$ cat config.mk
export PLATFORM = sky130hd
export DESIGN_NAME = button_debounce
export DESIGN_NICKNAME = d
export VERILOG_FILES = /design/src/rtl/btn_pkg.sv /design/src/rtl/sync_2ff.sv /design/src/rtl/button_debounce.sv
export SDC_FILE = /design/constraint.sdc
export NUM_CORES = 1
export LEC_CHECK = 0
export CORE_UTILIZATION = 30
export CTS_CLUSTER_DIAMETER = 50
export DETAILED_ROUTE_END_ITERATION = 8
export PLACE_DENSITY = 0.53
export SKIP_LAST_GASP = 1
export SYNTH_ARGS = -nofsm -noshare
export SYNTH_HDL_FRONTEND = slang
export SYNTH_SLANG_ARGS = --single-unit
$ cat constraint.sdc
create_clock -name clk -period 1.9 [get_ports clk]
set_input_delay 0.19 -clock clk [delete_from_list [all_inputs] [get_ports clk]]
set_output_delay 0.19 -clock clk [all_outputs]
set_load 0.05 [all_outputs]
$ cat src/rtl/btn_pkg.sv
// Shared types and default timing constants for the push-button debouncer.
// The debouncer FSM states are declared here; the top imports this package.
package btn_pkg;

   typedef enum logic [1:0] {
      IDLE_LOW,
      WAIT_HIGH,
      STABLE_HIGH,
      WAIT_LOW
   } btn_state_t;

   // 10 ms and 500 ms at 100 MHz
   localparam int DEFAULT_DEBOUNCE_CYCLES = 1_000_000;
   localparam int DEFAULT_LONG_CYCLES     = 50_000_000;

endpackage

$ cat src/rtl/sync_2ff.sv
// Generic two-flop synchronizer for asynchronous level inputs.
// Both stages reset asynchronously to 0.
module sync_2ff #(
   parameter int WIDTH = 1
) (
   input  logic             clk,
   input  logic             rst_n,
   input  logic [WIDTH-1:0] d,
   output logic [WIDTH-1:0] q
);

   logic [WIDTH-1:0] meta;

   always_ff @(posedge clk or negedge rst_n) begin
      if (!rst_n) begin
         meta <= '0;
         q    <= '0;
      end else begin
         // NOTE: non-blocking so each stage samples the previous stage's old value.
         meta <= d;
         q    <= meta;
      end
   end

endmodule

$ cat src/rtl/button_debounce.sv
// Push-button conditioner: synchronizer, debounce FSM, press/release pulses and light toggle.
// Define BTN_LONG_PRESS_EN to build the hold counter that drives long_press.
module button_debounce
   import btn_pkg::*;
#(
   parameter int DEBOUNCE_CYCLES = DEFAULT_DEBOUNCE_CYCLES,
   parameter int CNT_W           = 20,
   parameter int LONG_CYCLES     = DEFAULT_LONG_CYCLES
) (
   input  logic clk,
   input  logic rst_n,
   input  logic btn_raw,
   output logic btn_level,
   output logic press_pulse,
   output logic release_pulse,
   output logic light,
   output logic long_press
);

   if (DEBOUNCE_CYCLES < 2 || (64'd1 << CNT_W) <= 64'(DEBOUNCE_CYCLES)) begin : g_bad_cnt
      $error("button_debounce: DEBOUNCE_CYCLES must be >= 2 and fit in CNT_W bits");
   end
   if (LONG_CYCLES < 2) begin : g_bad_long
      $error("button_debounce: LONG_CYCLES must be >= 2");
   end

   localparam logic [CNT_W-1:0] CNT_ONE  = CNT_W'(1);
   localparam logic [CNT_W-1:0] CNT_LAST = CNT_W'(DEBOUNCE_CYCLES - 1);

   logic             btn_s;
   btn_state_t       state_q, state_d;
   logic [CNT_W-1:0] cnt_q, cnt_d;
   logic             accept_high, accept_low;

   sync_2ff #(.WIDTH(1)) u_sync (
      .clk  (clk),
      .rst_n(rst_n),
      .d    (btn_raw),
      .q    (btn_s)
   );

   always_comb begin
      // NOTE: every output of this block gets a default first, so no path can infer a latch.
      state_d     = state_q;
      cnt_d       = cnt_q;
      accept_high = 1'b0;
      accept_low  = 1'b0;
      unique case (state_q)
         IDLE_LOW: begin
            if (btn_s) begin
               state_d = WAIT_HIGH;
               cnt_d   = CNT_ONE;
            end
         end
         WAIT_HIGH: begin
            if (!btn_s) begin
               state_d = IDLE_LOW;
               cnt_d   = '0;
            end else if (cnt_q == CNT_LAST) begin
               state_d     = STABLE_HIGH;
               cnt_d       = '0;
               accept_high = 1'b1;
            end else begin
               cnt_d = cnt_q + CNT_ONE;
            end
         end
         STABLE_HIGH: begin
            if (!btn_s) begin
               state_d = WAIT_LOW;
               cnt_d   = CNT_ONE;
            end
         end
         WAIT_LOW: begin
            if (btn_s) begin
               state_d = STABLE_HIGH;
               cnt_d   = '0;
            end else if (cnt_q == CNT_LAST) begin
               state_d    = IDLE_LOW;
               cnt_d      = '0;
               accept_low = 1'b1;
            end else begin
               cnt_d = cnt_q + CNT_ONE;
            end
         end
         default: begin
            state_d = IDLE_LOW;
            cnt_d   = '0;
         end
      endcase
   end

   always_ff @(posedge clk or negedge rst_n) begin
      if (!rst_n) begin
         state_q       <= IDLE_LOW;
         cnt_q         <= '0;
         btn_level     <= 1'b0;
         press_pulse   <= 1'b0;
         release_pulse <= 1'b0;
         light         <= 1'b0;
      end else begin
         state_q       <= state_d;
         cnt_q         <= cnt_d;
         press_pulse   <= accept_high;
         release_pulse <= accept_low;
         if (accept_high) begin
            btn_level <= 1'b1;
            light     <= ~light;
         end else if (accept_low) begin
            btn_level <= 1'b0;
         end
      end
   end

`ifdef BTN_LONG_PRESS_EN
   localparam int HOLD_W = (LONG_CYCLES > 2) ? $clog2(LONG_CYCLES) : 1;
   localparam logic [HOLD_W-1:0] HOLD_ONE  = HOLD_W'(1);
   localparam logic [HOLD_W-1:0] HOLD_LAST = HOLD_W'(LONG_CYCLES - 1);

   logic [HOLD_W-1:0] hold_q;
   logic              long_done_q;
   logic              long_q;
   logic              long_fire;

   // The pulse fires in the cycle after the saturated count is first seen.
   assign long_fire = (state_q == STABLE_HIGH) && (hold_q == HOLD_LAST) && !long_done_q;

   always_ff @(posedge clk or negedge rst_n) begin
      if (!rst_n) begin
         hold_q      <= '0;
         long_done_q <= 1'b0;
         long_q      <= 1'b0;
      end else if (state_q == STABLE_HIGH) begin
         if (hold_q != HOLD_LAST) begin
            hold_q <= hold_q + HOLD_ONE;
         end
         long_q <= long_fire;
         if (long_fire) begin
            long_done_q <= 1'b1;
         end
      end else begin
         hold_q      <= '0;
         long_done_q <= 1'b0;
         long_q      <= 1'b0;
      end
   end

   assign long_press = long_q;
`else
   assign long_press = 1'b0;
`endif

endmodule
==> impl_results.md, run 1 <==
* Gr ovfl total at 0
* RSZ-0062 raised after global routing: yes
* Clock root buffer: clkbuf_8
* Register area share after synthesis at 0.486
* CTS max path bufs at 2
* Asr flop ratio synth at 1.00
* Top cells by area, synth: dfrtp_1, a21oi_1, a31oi_1, nand2_1, nand3_1
* Ant. Diodes at 0
* Post-layout min period at 1.82 ns
* Max rail drop VDD at 0.452 mV
* Syn nets at 151
* CTS tree: done
* First-pass GRT wire length at 5860 µm
* IO Pins at 8
* Setup tns final at 0 ns
* Via count at 1302
* # setup viols final at 0
* Fin cells at 249
* Total of max-cap violations at 0
* Yosys reg bits at 28
* Slew Limit Fails at 0
* Period utilization at 0.960
* Core Footprint at 4470 µm²
* Overall routing resource usage at 0.147
* Crit start category: register
* Clk_lat worst skew at 0.27 ns
* Initial Util at 0.322
* Worst r2r src: cnt_q[1]
* WP data required at 2.10 ns
* Avg WL per Cell at 14.2 µm
* Critical Path, Cell by Cell: ha_2 -> nand2_2 -> nor4_4 -> buf_4 -> nand3_4 -> nor3b_4 -> xor2_1
* Vias per inst at 5.23
* Syn-to-layout area delta at 39.6%
* Fillers at 408
* Share of layout cells above drive strength 1 at 0.320
* Worst reg2reg path depth at 7
* H-tree depth at 1
* Vias in the first global route at 1333
* Chip width at 71.3 µm
* Synth unique cells at 39
* Port Buf Inserts at 6
* Most used flip-flop cell after synthesis: dfrtp_1
* Worst EP arrival at 2.03 ns
* Avg Cell Area, Syn at 9.81 µm²
* Yosys top cell by area: dfrtp_1
* Worst Setup EP: light
* Most numerous cell in the Yosys netlist: dfrtp_1
* YS warnings at 0
* Die area at 5090 µm²
* Critical R2R Capture: light
* Critical path origin: cnt_q[1]
* Top Family by Delay on Critical Path: simple AND/OR/NAND/NOR gates
* Status: finished, final reports clean
* Worst-path clk slew at 0.10 ns
* DP Wirelength at 2470 µm
* Antenna violations before repair at 0
* Clock skew at 0.00251 ns
* Synth Instances at 147
* Largest net degree at the start of global routing at 23
* Worst Path Buf+Inv at 1
* Highest Clock Rate at 548 MHz
* Reg-to-reg setup timing slack at 0.08 ns
* Post-route cell area at 2010 µm²
* CP Class: register to register
* CP max stage delay at 0.45 ns
* Starting DRT DRC Count at 35
* Post-synth top area share at 0.486
* WP depth at 7
* Clock tree sinks at 28
* Critical Path End Type: register
* Worst path slowest cell: nor4_4
* Pwr Density at 648 nW/µm²
* Crit-path max FO at 5
* Finished Core Util at 0.450
* Placed cell areas at 1810 µm²
* Cell Area, Synth at 1440 µm²
* Post-Route WL at 3540 µm
* Final #Nets at 202
* Gp weighted congestion at 0.796
* Min-delay worst type: input port to async pin
* Leak Pwr at 0.911 nW
* Final hold vios at 0
* Die Y at 71.3 µm
* Detail Route Antenna Nets at 0
* Total CTS buffers at 3
* Site Rows at 24
* DRC at 0
* EDFF count, synth at 0
* Placed insts at 236
* Drt pass-1 iters at 5
* Post-synth top cells: dfrtp_1, nand2_1, a21oi_1
-- stage by stage --
step	setup WS [ns]	power, mW	hold slack (ns)
finish	0.0767	1.30	0.244
global route	-0.0495	1.37	0.256
CTS	0.00788	1.31	0.237
detailed placement	-0.197	0.833	0.345
global placement	-0.0948	0.828	0.332
floorplan	0.105	0.753	-0.106
-- sequential cells by signal (all words and copies together) (netlist names), named ones only --
register / cells
light: 1
state_q: 1
cnt_q: 20
u_sync.q: 1
u_sync.meta: 1
press_pulse: 1
btn_level: 1
release_pulse: 1
-- kinds of logic after synthesis --
group | synth area share
AO/OA/AOI/OAI | 0.193
XOR/XNOR | 0.0182
adder cells (fa/ha/maj) | 0.00868
buffers and inverters | 0.0234
flip-flops | 0.486
multiplexers | 0.0139
other | 0.00260
AND/OR/NAND/NOR | 0.254
-- layout make-up --
| type | instances | area, µm² | share of cell area |
|---|---|---|---|
| Timing Repair Buffer | 50 | 390 | 0.194 |
| Multi-Input combinational cell | 113 | 777 | 0.386 |
| Tap cell | 52 | 65.1 | 0.0323 |
| Inverter | 2 | 7.51 | 0.00373 |
| Clock inverter | 1 | 30.0 | 0.0149 |
| Clock buffer | 3 | 41.3 | 0.0205 |
| Sequential cell | 28 | 701 | 0.348 |
-- worst reg2reg max path, stage by stage, from the launching register on --
cell,delay (ns)
dfrtp_1,0.38
ha_2,0.19
nand2_2,0.07
nor4_4,0.45
buf_4,0.21
nand3_4,0.10
nor3b_4,0.22
xor2_1,0.15
-- worst min path at each step --
stage,cells past startpoint,slack [ns],endpoint
global placement,0,0.33,u_sync.q
floorplan,0,-0.11,async pin
CTS,2,0.24,cnt_q[3]
finish,2,0.24,cnt_q[3]
detailed placement,0,0.34,u_sync.q
global route,2,0.26,cnt_q[1]
-- power by group --
part           switching [mW]  total, mW  internal [mW]  leakage [nW]
combinational          0.0943      0.177         0.0831         0.495
sequential             0.0362      0.662          0.626         0.380
clock                   0.182      0.464          0.282        0.0357
-- cells in the final DEF, fill, tap and decap left out, drive strengths merged --
cell type	count
a21oi	18
a41oi	3
a21o	2
clkbuf	3
nor2b	1
bufinv	1
and2	4
nor3	2
nor2	7
a211oi	1
inv	2
mux2i	2
a22o	4
and3	1
nand3	12
nand2	17
xor2	2
and4	1
nor4	4
clkdlybuf4s50	6
dfrtp	28
xnor2	1
and4b	1
buf	44
nor3b	2
conb	1
o21ai	6
or2	1
ha	1
nand3b	1
a31oi	12
nand4	3
nand2b	3
-- repair_timing --
action / in CTS / in global routing
buffers inserted: 0 / 8
endpoints found under the setup margin: 18 / 14
pin swaps: 0 / 5
hold buffers: 0 / 0
resized for setup: 1 / 10
gates cloned: 0 / 1
-- per-layer routing --
| layer | global-route usage | up-vias | share of wire |
|---|---|---|---|
| met1 | 0.185 | 634 | 0.48 |
| met5 | 0 | - | 0 |
| met2 | 0.257 | 19 | 0.50 |
| li1 | - | 647 | - |
| met3 | 0.0155 | 2 | 0.015 |
| met4 | 0.0600 | 0 | 0.0096 |
(Power assumes the default switching activity.)
==> inputs of run 2 (changes only) <==
- CORE_MARGIN: default -> 1
==> results of run 2 <==
Same layout as run 1: the final DEF is identical, and so are final timing and power.
